File: config.mk
export PLATFORM = sky130hd
export DESIGN_NAME = qpu_exu_wbck_arb
export DESIGN_NICKNAME = d
export VERILOG_FILES = /design/src/rtl/qpu_exu_wbck_arb.sv
export SDC_FILE = /design/constraint.sdc
export NUM_CORES = 1
export LEC_CHECK = 0
export BUFFER_PORTS_ARGS = -buffer_cell sky130_fd_sc_hd__buf_4
export CAP_MARGIN = 20
export CORE_UTILIZATION = 30
export CTS_CLUSTER_DIAMETER = 50
export DETAILED_ROUTE_END_ITERATION = 8
export GPL_TIMING_DRIVEN = 0
export RECOVER_POWER = 25
export SKIP_CTS_REPAIR_TIMING = 1
export SYNTH_ARGS = -nofsm -noshare
export SYNTH_HDL_FRONTEND = slang
export SYNTH_SLANG_ARGS = --single-unit
File: constraint.sdc
create_clock -name clk -period 1.1 [get_ports clk]
set_input_delay 0.055 -clock clk [delete_from_list [all_inputs] [get_ports clk]]
set_output_delay 0.055 -clock clk [all_outputs]
set_load 0.005 [all_outputs]
File: src/rtl/qpu_exu_wbck_arb.sv
// Write-back arbiter: merges ALU and long-pipe results onto classical/quantum regfile write ports.
// Optional starvation guard enabled by defining QPU_WBCK_STARVE_GUARD_EN.
module qpu_exu_wbck_arb #(
    parameter int XLEN             = 32,
    parameter int RFIDX_REAL_WIDTH = 6,
    parameter int STARVE_MAX       = 3
) (
    input  logic                        clk,
    input  logic                        rst_n,
    input  logic                        alu_wbck_i_valid,
    output logic                        alu_wbck_i_ready,
    input  logic [RFIDX_REAL_WIDTH-1:0] alu_wbck_i_idx,
    input  logic [XLEN-1:0]             alu_wbck_i_data,
    input  logic                        lng_wbck_i_valid,
    output logic                        lng_wbck_i_ready,
    input  logic [RFIDX_REAL_WIDTH-1:0] lng_wbck_i_idx,
    input  logic [XLEN-1:0]             lng_wbck_i_data,
    output logic                        cwbck_dest_wen,
    output logic [RFIDX_REAL_WIDTH-1:0] cwbck_dest_idx,
    output logic [XLEN-1:0]             cwbck_dest_data,
    output logic                        qcwbck_dest_wen,
    output logic [RFIDX_REAL_WIDTH-1:0] qcwbck_dest_idx,
    output logic [XLEN-1:0]             qcwbck_dest_data,
    output logic [1:0]                  arb_starve_cnt
);
    localparam int MSB = RFIDX_REAL_WIDTH - 1;

    logic alu_q_sel, lng_q_sel, same_file, starve_hit;
    logic alu_acc, lng_acc;

    assign alu_q_sel = alu_wbck_i_idx[MSB];
    assign lng_q_sel = lng_wbck_i_idx[MSB];
    assign same_file = alu_wbck_i_valid & lng_wbck_i_valid & (alu_q_sel == lng_q_sel);

    // Only a same-file collision needs arbitration; otherwise both sides may go.
    assign alu_wbck_i_ready = rst_n & (~same_file | starve_hit);
    assign lng_wbck_i_ready = rst_n & (~same_file | ~starve_hit);
    assign alu_acc = alu_wbck_i_valid & alu_wbck_i_ready;
    assign lng_acc = lng_wbck_i_valid & lng_wbck_i_ready;

`ifdef QPU_WBCK_STARVE_GUARD_EN
    logic [1:0] starve_cnt_q, starve_cnt_d;

    assign starve_hit = (starve_cnt_q == 2'(STARVE_MAX));

    always_comb begin
        starve_cnt_d = starve_cnt_q;
        if (alu_acc)
            starve_cnt_d = 2'd0;
        else if (alu_wbck_i_valid && !starve_hit)
            starve_cnt_d = starve_cnt_q + 2'd1;
    end

    always_ff @(posedge clk or negedge rst_n) begin
        if (!rst_n) starve_cnt_q <= 2'd0;
        else        starve_cnt_q <= starve_cnt_d;
    end

    assign arb_starve_cnt = starve_cnt_q;
`else
    assign starve_hit     = 1'b0;
    assign arb_starve_cnt = 2'd0;
`endif

    // Per-file source select; the grant logic guarantees at most one source per file.
    logic                        c_sel_alu, c_any, c_wr, q_sel_alu, q_any;
    logic [RFIDX_REAL_WIDTH-1:0] c_src_idx, q_src_idx;
    logic [XLEN-1:0]             c_src_data, q_src_data;

    assign c_sel_alu  = alu_acc & ~alu_q_sel;
    assign c_any      = c_sel_alu | (lng_acc & ~lng_q_sel);
    assign c_src_idx  = c_sel_alu ? alu_wbck_i_idx  : lng_wbck_i_idx;
    assign c_src_data = c_sel_alu ? alu_wbck_i_data : lng_wbck_i_data;
    assign c_wr       = c_any & (|c_src_idx[MSB-1:0]);

    assign q_sel_alu  = alu_acc & alu_q_sel;
    assign q_any      = q_sel_alu | (lng_acc & lng_q_sel);
    assign q_src_idx  = q_sel_alu ? alu_wbck_i_idx  : lng_wbck_i_idx;
    assign q_src_data = q_sel_alu ? alu_wbck_i_data : lng_wbck_i_data;

    logic                        c_wen_q, q_wen_q;
    logic [RFIDX_REAL_WIDTH-1:0] c_idx_q, q_idx_q;
    logic [XLEN-1:0]             c_data_q, q_data_q;

    // Writes to classical x0 are accepted but dropped; idx/data keep the last real write.
    always_ff @(posedge clk or negedge rst_n) begin
        if (!rst_n) begin
            c_wen_q  <= 1'b0;
            c_idx_q  <= '0;
            c_data_q <= '0;
            q_wen_q  <= 1'b0;
            q_idx_q  <= '0;
            q_data_q <= '0;
        end else begin
            c_wen_q <= c_wr;
            q_wen_q <= q_any;
            if (c_wr) begin
                c_idx_q  <= c_src_idx;
                c_data_q <= c_src_data;
            end
            if (q_any) begin
                q_idx_q  <= q_src_idx;
                q_data_q <= q_src_data;
            end
        end
    end

    assign cwbck_dest_wen   = c_wen_q;
    assign cwbck_dest_idx   = c_idx_q;
    assign cwbck_dest_data  = c_data_q;
    assign qcwbck_dest_wen  = q_wen_q;
    assign qcwbck_dest_idx  = q_idx_q;
    assign qcwbck_dest_data = q_data_q;
endmodule

==> reports/qor.txt <==
largest cells by area after synthesis: dfrtp_1, o221a_2, a22o_1
largest fanout on the critical path: 8
Slew Limit Headroom: 46.6%
largest net degree at the start of global routing: 87
num rows: 41
first-pass GRT wire length: 19500 µm
RePlAce Congestion: 0.751
area delta synth->final: 61.2%
RSZ-0062 raised after global routing: yes
largest area contributor in the netlist: dfrtp_1
prevailing post-synth register cell: dfrtp_1
clock skew: 0 ns
Seq cells post-synth: 78
Worst Path Required: 1.34 ns
Final setup viols: 48
Clock transition at path regs: 0.06 ns
max incr delay on CP: 0.54 ns
synthesized area: 3990 µm²
Final WS setup: -0.218 ns
crit path launch type: primary input
final hold viol count: 1
Worst Path Arrival: 1.55 ns
number of instances in the placed design: 666
critical hold path startpoint: lng_wbck_i_data[10]
GR Util met3: 7.26%
setup TNS: -5.83 ns
final hold slack: -0.00125 ns
GR Util met2: 30.6%
WS Path Type: primary input to flip-flop
worst reg2reg path depth: 2
Ys Warns: 0
clk_lat worst skew: 0.35 ns
Yosys cell types: 40
ant diodes: 0
CTS root buffer: clkbuf_16
Port Buffers: 158
Yosys top cell area share: 48.9%
status: complete, but fails checks
crit-path cells: buf_6 > or4_4 > buf_12 > clkbuf_16 > o21a_1 > a211o_1 > o221a_2
crit path time final: 1.32 ns
Sink Count: 78
Initial Utilization: 31.2%
HPWL after DPL: 9080 µm
DRT Pass-1 Iters: 4
Post-synth ARST share: 100%
Critical-path top delay cell: or4_4
Worst Tran Pin Value: 0.798 ns
antenna-violating nets left: 0
Ports: 162
Die ar.: 13800 µm²
R2R Path Start: cwbck_dest_data[11]$_DFFE_PN0P_
fin nets: 630
P_leak: 3.04 nW
Place WS: -1.57 ns
GRT Util Overall: 19.2%
DR vias: 3780
Synth Area in Compound Gates: 39.5%
htree depth: 3
Fmax: 759 MHz
utilization after layout: 50.3%
CTS tree: built
CP startpoint: alu_wbck_i_idx[4]
Simple-Gate Fraction of Synth Area: 5.08%
Num CTS Buffers: 9
Synth Area per Inst: 11.9 µm²
share of cells above drive strength 1: 47.4%
Max Transition Viols Final: 0
Synth Area in Adders: 0%
Vert. Die Dim: 117 µm
Mapped Cells: 335
WP buf/inv: 3
hold path depth: 2
die span in x: 117 µm
Post-Synth XOR/XNOR Area: 0.220%
core area: 12800 µm²
RR Endpoint: cwbck_dest_data[11]$_DFFE_PN0P_
failing checks: hold timing, setup timing
Max Cap Viol: 0
Max clock buf depth: 2
Vias/cell: 5.20
met1 global-route usage: 24.1%
Iter 0 DRT Violations: 182
Endpoint, Worst Hold: cwbck_dest_data[10]$_DFFE_PN0P_
# DRC: 0
total detailed-routing wirelength: 14000 µm
VDD IR max: 0.949 mV
most common cell after layout, fill and taps aside: buf_4
largest family of logic cells by synthesized area: compound AO/OA/AOI/OAI gates
power per cell area: 1530 nW/µm²
post-synthesis mux area share: 0%
gr ovfl total: 0
CP Capture Type: flip-flop
vias in the first global route: 3586
Worst path top cell family by delay: simple AND/OR/NAND/NOR gates
leading cell types in the layout, fill and taps excluded: buf_4, dfrtp_1, dlygate4sd3_1
layer with the highest usage: met2
wire per inst: 19.2 µm
type of the worst min-delay path: primary input to flip-flop
initial antenna violation count: 0
post-route clock period utilization: 120%
reg2reg setup slack: 0.17 ns
Seq/Total Area, Yosys: 48.9%
Post-synth EDFFs: 0
fin cells: 727
## cell usage after synthesis (all sizes together), types with 4 or more instances
master,number
clkbuf,15
and2,6
a22o,34
a21o,33
nand3,7
o221a,32
buf,20
inv,4
or3,4
a221o,4
dfrtp,78
o21ai,5
a211o,32
o21a,32
## cells by family after synthesis
| group | Yosys count |
|---|---|
| buf+inv | 41 |
| flops | 78 |
| xor+xnor | 1 |
| other cells | 1 |
| simple gates | 31 |
| compound gates | 183 |
## sequential cells by signal, indices dropped and copies added (netlist names)
register          count
cwbck_dest_idx        6
qcwbck_dest_data     32
cwbck_dest_wen        1
cwbck_dest_data      32
qcwbck_dest_wen       1
qcwbck_dest_idx       6
## metrics by stage
step | area, µm² | power (mW)
after detailed placement | 5430 | 5.93
after global placement | 5430 | 5.90
after global routing | 6430 | 10.3
final | 6430 | 9.84
after floorplan | 4020 | 4.58
after CTS | 5800 | 9.72
## where the power goes
group | total, mW | internal (mW) | switching, mW
logic | 2.36 | 1.49 | 0.870
registers | 3.73 | 3.37 | 0.369
clock network | 3.75 | 2.51 | 1.25
## area by class of cell
cell class | count | area, µm²
buffer | 36 | 287
clock buffer | 10 | 239
clock inverter | 6 | 133
fill | 1149 | 6350
inverter | 4 | 15.0
multi-input combinational | 217 | 1880
sequential | 78 | 1950
tap | 172 | 215
timing repair buffer | 204 | 1710
## worst max-delay path by stage
stage                                 endpoint  cells past startpoint
6_report        cwbck_dest_data[0]$_DFFE_PN0P_                      7
5_1_grt         cwbck_dest_data[0]$_DFFE_PN0P_                      7
4_1_cts         cwbck_dest_data[1]$_DFFE_PN0P_                      7
3_5_place_dp   cwbck_dest_data[28]$_DFFE_PN0P_                      7
3_3_place_gp    cwbck_dest_data[1]$_DFFE_PN0P_                      7
2_1_floorplan  cwbck_dest_data[12]$_DFFE_PN0P_                      6
## metal layers
layer  vias up  wire length (µm)
li1       1758                 -
met1      1860              6100
met2       147              6720
met3        15               995
met4         0               129
met5         -                 0
Power figures use the tool's default switching activity.
